### config.mk
export PLATFORM = sky130hd
export DESIGN_NAME = regfile_writeback_arbiter
export DESIGN_NICKNAME = d
export VERILOG_FILES = /design/src/rtl/regfile_writeback_arbiter.sv
export SDC_FILE = /design/constraint.sdc
export NUM_CORES = 1
export LEC_CHECK = 0
export ABC_AREA = 1
export CAP_MARGIN = 20
export CORE_MARGIN = 8
export CORE_UTILIZATION = 44
export DETAILED_ROUTE_END_ITERATION = 8
export PLACE_DENSITY = 0.83
export SLEW_MARGIN = 20
export SYNTH_ARGS = -nofsm -noshare
export SYNTH_HDL_FRONTEND = slang
export SYNTH_SLANG_ARGS = --single-unit
### constraint.sdc
create_clock -name clk -period 2.74 [get_ports clk]
set_clock_uncertainty 0.1 [all_clocks]
set_input_delay 0.548 -clock clk [delete_from_list [all_inputs] [get_ports clk]]
set_output_delay 0.548 -clock clk [all_outputs]
set_load 0.01 [all_outputs]
### src/rtl/regfile_writeback_arbiter.sv
// Round-robin write-back arbiter for ALU/mem/IO into the register-file demux; one-cycle latency.
// Backpressure: stall freezes the output register and drops every req_ready until it can drain.
module regfile_writeback_arbiter #(
  parameter int WIDTH = 20,
  parameter int AW    = 4,
  parameter int NREQ  = 3
) (
  input  logic                  clk,
  input  logic                  rst,
  input  logic [NREQ-1:0]       req_valid,
  input  logic [NREQ*AW-1:0]    req_addr,
  input  logic [NREQ*WIDTH-1:0] req_data,
  output logic [NREQ-1:0]       req_ready,
  input  logic                  stall,
  output logic [WIDTH-1:0]      dmx_in,
  output logic [AW-1:0]         dmx_addr,
  output logic [2**AW-1:0]      wr_en,
  output logic                  wr_valid,
  output logic [NREQ-1:0]       last_grant,
  output logic [15:0]           conflict_cnt
);

  localparam int IW = (NREQ > 1) ? $clog2(NREQ) : 1;

  logic [NREQ-1:0]  ptr;
  logic [NREQ-1:0]  win_oh;
  logic             found;
  logic             can_load;
  logic             xfer;
  logic [WIDTH-1:0] sel_data;
  logic [AW-1:0]    sel_addr;
  logic             conflict;

  assign can_load = !wr_valid || !stall;
  assign conflict = ($countones(req_valid) >= 2);

  // Search begins one past the last winner and wraps, so the previous winner is checked last.
  always_comb begin
    int ptr_i;
    ptr_i  = 0;
    found  = 1'b0;
    win_oh = '0;
    for (int i = 0; i < NREQ; i++) begin
      if (ptr[i]) ptr_i = i;
    end
    for (int k = 1; k <= NREQ; k++) begin
      int c;
      c = (ptr_i + k) % NREQ;
      if (!found && req_valid[c[IW-1:0]]) begin
        found              = 1'b1;
        win_oh[c[IW-1:0]]  = 1'b1;
      end
    end
  end

  always_comb begin
    sel_data = '0;
    sel_addr = '0;
    for (int i = 0; i < NREQ; i++) begin
      if (win_oh[i]) begin
        sel_data = req_data[i*WIDTH +: WIDTH];
        sel_addr = req_addr[i*AW +: AW];
      end
    end
  end

  assign xfer      = can_load && found && !rst;
  assign req_ready = xfer ? win_oh : '0;

  always_ff @(posedge clk) begin
    if (rst) begin
      wr_valid     <= 1'b0;
      dmx_in       <= '0;
      dmx_addr     <= '0;
      ptr          <= NREQ'(1) << (NREQ - 1);
      conflict_cnt <= '0;
    end else begin
      if (conflict && (conflict_cnt != 16'hFFFF)) begin
        conflict_cnt <= conflict_cnt + 16'd1;
      end
      if (xfer) begin
        wr_valid <= 1'b1;
        dmx_in   <= sel_data;
        dmx_addr <= sel_addr;
        ptr      <= win_oh;
      end else if (can_load) begin
        wr_valid <= 1'b0;
      end
    end
  end

  // The pointer always holds the latest accepted requester.
  assign last_grant = ptr;

  always_comb begin
    wr_en = '0;
    if (wr_valid) wr_en[dmx_addr] = 1'b1;
  end

endmodule

==> metrics, run 1 <==
CP required 2.09 ns; # resized after CTS 8; final hold vios 0; worst path cell trace inv_2 -> nand3_2 -> nand3_4 -> nor2_4 -> nand3_2 -> nand3_2 -> inv_1 -> nand2_1 -> inv_1 -> dlygate4sd2_1; io pins 141; Hold Path Origin dmx_in[2]; Wirelength per Cell around 14 µm; Metal-1 WL 3820 µm; r2r startpoint last_grant[2]; share of cells above drive strength 1 14.6%; Die H 97.3 µm; ys flop type dfxtp_1; grt total ovfl 0; vias per cell 5.06; ant diodes 0; Starting Density between 40% and 50%; CTS tree yes; Fillers 559; number of synthesized register bits 44; area of the multi-input gates roughly 1700 µm²; total number of vias roughly 3400; Max clock buf depth 2; Area after DPL roughly 4400 µm²; Logic pwr share a little under three fifths; Distinct cells, synth 32; post-synth top area share 30.3%; Hold WC Path Type reg -> reg; Post-Synthesis Cells 444; width of the die 97.3 µm; leakage 1.90 nW; sequential share of the synthesized area between 30% and 40%; hold path depth 2; Synth Warn # 0; 1st-pass router iterations 4; Cell Rows 29; Post-Syn Nets 524; DRT iter0 DRCs 80; max cap viols 0; WL final approximately 9400 µm; Crit path top cell by count nand3_2; Clock Power Share 16.3%; Worst Reg-to-Reg Cells 12; DRC errors left 0; Root Buffer Master clkbuf_8; Post-layout nets around 670; Clock transition at path regs around 0.09 ns; largest net degree at the start of global routing 39; hold slack ~0.37 ns; worst setup path class reg -> out; Tot GR Track Use 19.4%; Die Area 9470 µm²; most common cell in the netlist nand2_1; Sequential Area 883 µm²; CP Launch Type flop; max-slew violations 0; Finished Layout Cells 666; status finished, final reports clean; crit path capture type output port; CP Data Arrival Time a little under 2 ns; synth-to-layout area growth 56.0%; Least-Margin Pin Slew 0.574 ns; top sig layer met4; Net Switching 0.00138 W; Detail Route Antenna Nets 0; final setup violation count 0; met2 routed WL 4640 µm; Int Pwr around 0.0019 W; Area contributors post-synth dfxtp_1 30%, nand2_1 18%, nand3_2 8.3%; Critical Path Start last_grant[2]; Inserted Clock Buffers 5; Avg Inst Size Synth 6.55 µm²; Max FO, Critical Path 10; number of synthesized flops with an enable pin 0; FFs w/ async S/R, synth 0%; Post-CTS Setup Inserts 0; fin area 4540 µm²; Final Critical Period 2.59 ns; biggest area consumer among synthesized cells dfxtp_1; Mapped Area 2910 µm²; initial antenna violation count 0; Max stage delay on crit path around 0.5 ns; PortBufs 140; gpl congestion 0.886; first-pass GRT wire length 15600 µm; maximum vdd drop 0.459 mV; Flop pwr share 27.4%; CTS Sinks 44; Slew headroom 61.4%; routed wl met3 822 µm; Sum Neg Setup Slack 0 ns; fmax 0.386 GHz; Final Cycle Share 94.5%; placed cell count 658; sw frac 42.6%; cts hold-fix bufs 0; DP HPWL 7390 µm; clock latency on the worst-skew pair 0.29 ns; Synth top cells by count 142 x nand2_1, 55 x inv_1, 44 x a21oi_1, 44 x dfxtp_1; vias in the first global route ~3400; H-tree Lvls 2; RSZ-0062 raised after global routing false; Cell Pwr Density 715 nW/µm²; CP max stage cell dfxtp_2; Core Area 6390 µm²
==> layout make-up <==
| cell class | instances | area share, % |
|---|---|---|
| clock inverter | 2 | 0.854 |
| timing repair buffer | 157 | 33.5 |
| sequential | 44 | 19.5 |
| multi-input combinational | 322 | 37.3 |
| tap | 77 | 2.12 |
| clock buffer | 6 | 1.82 |
| inverter | 58 | 4.90 |
==> state kept, by name, indices dropped and copies added, names as in the netlist <==
register	count
last_grant	3
dmx_addr	4
conflict_cnt	16
wr_valid	1
dmx_in	20
==> power groups by stage <==
stage	clock network, W	logic (W)	registers, W
2_1_floorplan	0	0.00118	0.000924
3_3_place_gp	0	0.00179	0.000891
3_5_place_dp	0	0.00183	0.000897
4_1_cts	0.000546	0.00183	0.000885
5_1_grt	0.000570	0.00200	0.000912
6_report	0.000530	0.00183	0.000890
==> path summary, 6_finish.rpt <==
kind / end / slack, ns
hold / removal: dmx_in[2] / 0.37
setup reg to reg: dmx_addr[1] / 0.72
hold reg to reg: dmx_in[2] / 0.37
setup / recovery: req_ready[1] / 0.15
==> cell families after synthesis <==
kind of cell    share of synthesized area (%)
fa+ha+maj                               0.860
flops                                    30.3
buf+inv                                  12.0
compound gates                           16.4
simple gates                             40.2
xor+xnor                                0.301
==> placed cells by master, fill, tap and decap left out, types with 2 or more instances in the layout <==
master / Yosys / final
ha_1: 2 / 2
nor3_1: 17 / 17
o21ai_0: 11 / 11
nand3_1: 16 / 14
a21oi_2: 19 / 19
nor2_1: 24 / 23
nand3_2: 24 / 26
nor2_2: 2 / 3
nand2_2: 2 / 3
buf_4: 2 / 17
clkdlybuf4s50_1: 0 / 133
inv_1: 55 / 55
nand3_4: 2 / 2
nor4_1: 3 / 3
dfxtp_1: 44 / 42
clkbuf_8: 0 / 6
a21oi_1: 44 / 44
nand2_1: 142 / 141
nand4_1: 4 / 4
dfxtp_2: 0 / 2
nor2_4: 2 / 2
dlygate4sd2_1: 0 / 4
==> layer usage <==
| layer | up-vias | GRT usage, % |
|---|---|---|
| met5 | - | 0 |
| met4 | 0 | 5.71 |
| met3 | 13 | 7.89 |
| li1 | 1713 | - |
| met2 | 113 | 34.2 |
| met1 | 1529 | 20.7 |
==> through the flow <==
step | setup WS (ns) | utilization (%) | power (W)
after floorplan | 0.576 | - | 0.00211
after global placement | -0.256 | 68.9 | 0.00268
after detailed placement | -0.324 | 68.9 | 0.00273
after CTS | 0.00299 | 70.9 | 0.00326
after global routing | 0.0121 | 71.1 | 0.00349
final | 0.151 | 71.1 | 0.00325
==> critical path: cells and delay by family, from the launching register on <==
family	cells	cell delay (ns)
AND/OR/NAND/NOR	6	0.64
flip-flops	1	0.50
buffers and inverters	4	0.50
Power figures use the tool's default switching activity.
==> inputs of run 2 (changes only) <==
SKIP_CTS_REPAIR_TIMING = 1   (was unset)
==> run 2 against run 1 <==
  * First-iteration DRC count grew 14%
  * Sequential power hardly changed
  * Final cell count unchanged
  * Utilization about the same
  * Die area unchanged
  * Worst hold slack worse by 0.0021 ns
  * Register-to-register slack got worse by 0.04 ns
  * Highest routed layer unchanged
==> metrics, run 2 (synthesized netlist as in run 1, its figures left out) <==
Final Cycle Share a little over nine tenths; Hold WC Path Type reg -> reg; synth-to-layout area growth 55.9%; Clock transition at path regs ~0.090 ns; grt total ovfl 0; R2R Path End dmx_in[4]; io pins around 140; 1st-pass router iterations 4; most common cell after layout, fill and taps aside nand2_1; fmax between 0.3 and 0.4 GHz; leading registers by flop count dmx_in: 20 flops, conflict_cnt: 16 flops, dmx_addr: 4 flops; Least-Margin Pin Slew 0.567 ns; initial antenna violation count 0; gpl congestion 0.886; CTS tree yes; max reg flops 20; DP HPWL 7390 µm; H-tree Lvls 2; max-slew violations 0; WL final about 9400 µm; Worst Reg-to-Reg Cells 12; Max clock buf depth 2; Slew headroom 61.8%; vias per cell 5.04; total number of vias roughly 3400; Starting Density 45.6%; final setup violation count 0; CP required approximately 2.1 ns; Max stage delay on crit path about 0.45 ns; Top delay family on crit path buffers and inverters; Core Area 6390 µm²; most frequent cells in the layout 142 x nand2_1, 134 x clkdlybuf4s50_1, 55 x inv_1, 44 x a21oi_1, 43 x dfxtp_1; r2r setup slk about 0.68 ns; Post-layout nets 668; Final Critical Period between 2 and 3 ns; Cell Rows 29; share of cells above drive strength 1 14.1%; DRT iter0 DRCs roughly 90; maximum vdd drop 0.452 mV; crit path capture type output port; first-pass GRT wire length 15600 µm; Root Buffer Master clkbuf_8; clock latency on the worst-skew pair 0.29 ns; Max FO, Critical Path 5; max cap viols 0; width of the die 97.3 µm; CTS Sinks 44; Tot GR Track Use 19.4%; Buffers & Inverters on Critical Path 4; final hold vios 0; leakage 1.93 nW; Cell Pwr Density 715 nW/µm²; worst setup path class in -> out; vias in the first global route 3358; CP Data Arrival Time 1.98 ns; Critical Path Start req_valid[0]; CP max stage cell clkdlybuf4s50_1; CP Launch Type input port; PortBufs 140; Inserted Clock Buffers 5; ant diodes 0; Most flops, register dmx_in; Die H 97.3 µm; RSZ-0062 raised after global routing true; cell depth of the worst setup path 10; DRC errors left 0; status finished, final reports clean; Wirelength per Cell 14.2 µm; Die Area between 9000 and 10000 µm²; worst path cell trace clkdlybuf4s50_1 -> nand2_1 -> nand3_4 -> nor2_4 -> nand3_2 -> nand3_2 -> inv_1 -> nand2_1 -> inv_1 -> dlymetal6s2s_1; r2r startpoint last_grant[1]; largest net degree at the start of global routing 39; Detail Route Antenna Nets 0; CP endpoint req_ready[1]; hold slack 0.367 ns; Final Power 0.00324 W
-- run 2: tightest hold or removal path, delay by kind of cell (launching register included) --
kind / cells / cell delay, ns
compound gates: 1 / 0.05
simple gates: 1 / 0.06
flops: 1 / 0.32
-- run 2: power by group --
group          switching (W)  internal, W
clock network       0.000232     0.000298
logic                0.00103     0.000796
registers           0.000117     0.000770
-- run 2: layout make-up --
cell class	instances	area [µm²]
clock buffer	6	82.6
clock inverter	2	38.8
fill	555	1850
inverter	58	223
multi-input combinational	322	1690
sequential	44	882
tap	77	96.3
timing repair buffer	157	1530
-- run 2: worst min path at each step --
stage | end | cells after the start | startpoint | slack (ns)
after CTS | dmx_in[5] | 2 | dmx_in[5] | 0.37
after global placement | dmx_in[3] | 2 | dmx_in[3] | 0.35
after global routing | dmx_in[4] | 2 | dmx_in[4] | 0.39
final | dmx_in[5] | 2 | dmx_in[5] | 0.37
after floorplan | dmx_in[1] | 2 | dmx_in[1] | 0.39
after detailed placement | dmx_in[5] | 2 | dmx_in[5] | 0.36
-- run 2: routing by layer --
metal / vias to the layer above / track usage (%) / wire length, µm
li1: 1710 / - / -
met3: 13 / 7.75 / 839
met1: 1517 / 20.7 / 3820
met5: - / 0 / 0
met4: 0 / 6.18 / 170
met2: 115 / 33.9 / 4620
-- run 2: through the flow --
step	instances	utilization (%)	setup slack [ns]	setup TNS [ns]	instance area, µm²
floorplan	444	-	0.576	0	2910
global placement	658	68.9	-0.256	-0.708	4400
detailed placement	658	68.9	-0.324	-0.915	4400
CTS	666	70.8	-0.336	-0.938	4520
global route	666	71.1	-0.00567	-0.00567	4540
finish	666	71.1	0.108	0	4540
==> inputs of run 3 (changes only) <==
CORE_ASPECT_RATIO = 0.9   (was unset)
==> run 3 against run 2 <==
  * Via count shrank 0.21%
  * Flip-flop and latch count stayed put
  * Register-to-register slack barely moved
  * Worst hold slack better by 0.0058 ns
  * Power down 0.28%
  * Final cell count rose by 1.8%
  * Count of clock-buffer cells in the layout decreased by 1
  * Fmax increased by 1.9%
  * Sequential power barely moved
  * Worst setup slack better by 0.048 ns
  * Highest routed layer unchanged
==> metrics, run 3 (synthesized netlist as in run 1, its figures left out) <==
DRC errors left 0; Root Buffer Master clkbuf_8; leading registers by flop count dmx_in: 20 flops, conflict_cnt: 16 flops, dmx_addr: 4 flops; r2r setup slk 0.68 ns; synth-to-layout area growth 56.2%; Starting Density 44.9%; DRT iter0 DRCs 111; largest net degree at the start of global routing a little over 40; Worst Reg-to-Reg Cells 12; max-slew violations 0; Max FO, Critical Path 4; WL final approximately 9500 µm; final setup violation count 0; CP endpoint req_ready[1]; Detail Route Antenna Nets 0; worst setup path class in -> out; CP Data Arrival Time between 1.5 and 2 ns; Most flops, register dmx_in; clock latency on the worst-skew pair ~0.30 ns; vias per cell 4.94; Int Pwr 0.00184 W; grt total ovfl 0; CP Launch Type input port; Net Switching 0.00140 W; Worst Setup Slack, final 0.156 ns; PortBufs between 100 and 150; first-pass GRT wire length 15400 µm; ant diodes 0; share of cells above drive strength 1 between 10% and 20%; r2r startpoint last_grant[1]; hold slack 0.373 ns; width of the die 102 µm; Tot GR Track Use 19.9%; H-tree Lvls 2; Clock Power Share 16.3%; most common cell after layout, fill and taps aside nand2_1; Max clock buf depth 2; Die Area approximately 9500 µm²; Inserted Clock Buffers 5; Logic pwr share 56.3%; pre-CTS setup slack -0.242 ns; Final Critical Period between 2 and 3 ns; Post-layout nets 667; gpl congestion 0.890; sw frac 43.2%; Cell Rows 28; maximum vdd drop 0.350 mV; Flop pwr share 27.4%; vias in the first global route ~3300; Metal-1 WL 3750 µm; CTS tree yes; RSZ-0062 raised after global routing false; Die H 93.2 µm; io pins 141; fmax 0.387 GHz; CP required 2.09 ns; Hold WC Path Type reg -> reg; Clock transition at path regs around 0.090 ns; total number of vias 3348; met2 routed WL 4640 µm; status finished, final reports clean; crit path capture type output port; most frequent cells in the layout 142 x nand2_1, 134 x clkdlybuf4s50_1, 55 x inv_1, 44 x a21oi_1, 43 x dfxtp_1; 1st-pass router iterations 4; routed wl met3 1040 µm; initial antenna violation count 0; leakage slightly below 2 nW; Critical Path Start req_valid[0]; max reg flops 20; max cap viols 0; CTS Sinks between 40 and 50; top sig layer met4; Final Cycle Share between 90% and 100%; DP HPWL 7520 µm; Core Area 6480 µm²; final hold vios 0; Wirelength per Cell 14.0 µm; R2R Path End dmx_in[0]; Slew headroom approximately three fifths; Cell Pwr Density a little over 700 nW/µm²; Least-Margin Pin Slew between 0.5 and 0.6 ns
[run 3: cell types whose count changed in the layout (fill, tap and decap cells not counted), sizes merged]
cell          previous run  this run
clkbuf                   7         5
buf                     18        17
clkinv                   2         1
clkinvlp                 0         1
dlymetal6s2s             4         5
inv                     57        58
[run 3: per-stage QoR]
stage / util [%] / std cells / total power [W] / setup TNS [ns] / cell area (µm²)
global route: 70.1 / 678 / 0.00347 / 0 / 4550
global placement: 68.1 / 670 / 0.00268 / -0.596 / 4410
floorplan: - / 444 / 0.00211 / 0 / 2910
detailed placement: 68.1 / 670 / 0.00273 / -0.709 / 4410
CTS: 69.8 / 678 / 0.00326 / -0.728 / 4530
finish: 70.1 / 678 / 0.00324 / 0 / 4550
[run 3: worst min-delay path by stage]
stage | from | to | slack [ns] | depth (start not counted)
4_1_cts | dmx_in[1] | dmx_in[1] | 0.37 | 2
6_report | dmx_in[1] | dmx_in[1] | 0.37 | 2
3_3_place_gp | dmx_in[4] | dmx_in[4] | 0.35 | 2
5_1_grt | dmx_in[1] | dmx_in[1] | 0.40 | 2
2_1_floorplan | dmx_in[1] | dmx_in[1] | 0.39 | 2
3_5_place_dp | dmx_in[1] | dmx_in[1] | 0.36 | 2
[run 3: critical path: stages]
cell and delay (ns):
clkdlybuf4s50_1 0.46, nand2_1 0.15, nand3_4 0.10, nor2_4 0.15, nand3_2 0.08, nand3_2 0.10, inv_1 0.06, nand2_1 0.07
inv_1 0.04, dlymetal6s2s_1 0.17
[run 3: layer usage]
layer | vias to the layer above | track usage (%)
met5 | - | 0
met4 | 0 | 3.35
met3 | 4 | 8.24
met2 | 135 | 36.1
met1 | 1496 | 21.3
li1 | 1713 | -
[run 3: power by group through the flow]
stage	Combinational, W	Sequential [W]	Clock [W]
after detailed placement	0.00183	0.000896	0
after global routing	0.00200	0.000908	0.000563
after CTS	0.00184	0.000884	0.000537
after global placement	0.00179	0.000891	0
after floorplan	0.00118	0.000924	0
final	0.00182	0.000885	0.000527
[run 3: layout make-up]
class / count / area, µm²
clock buffers: 5 / 68.8
clock inverters: 3 / 46.3
flip-flops and latches: 44 / 882
well taps: 90 / 113
repair buffers: 156 / 1530
fillers: 527 / 1940
inverters: 58 / 223
multi-input cells: 322 / 1680
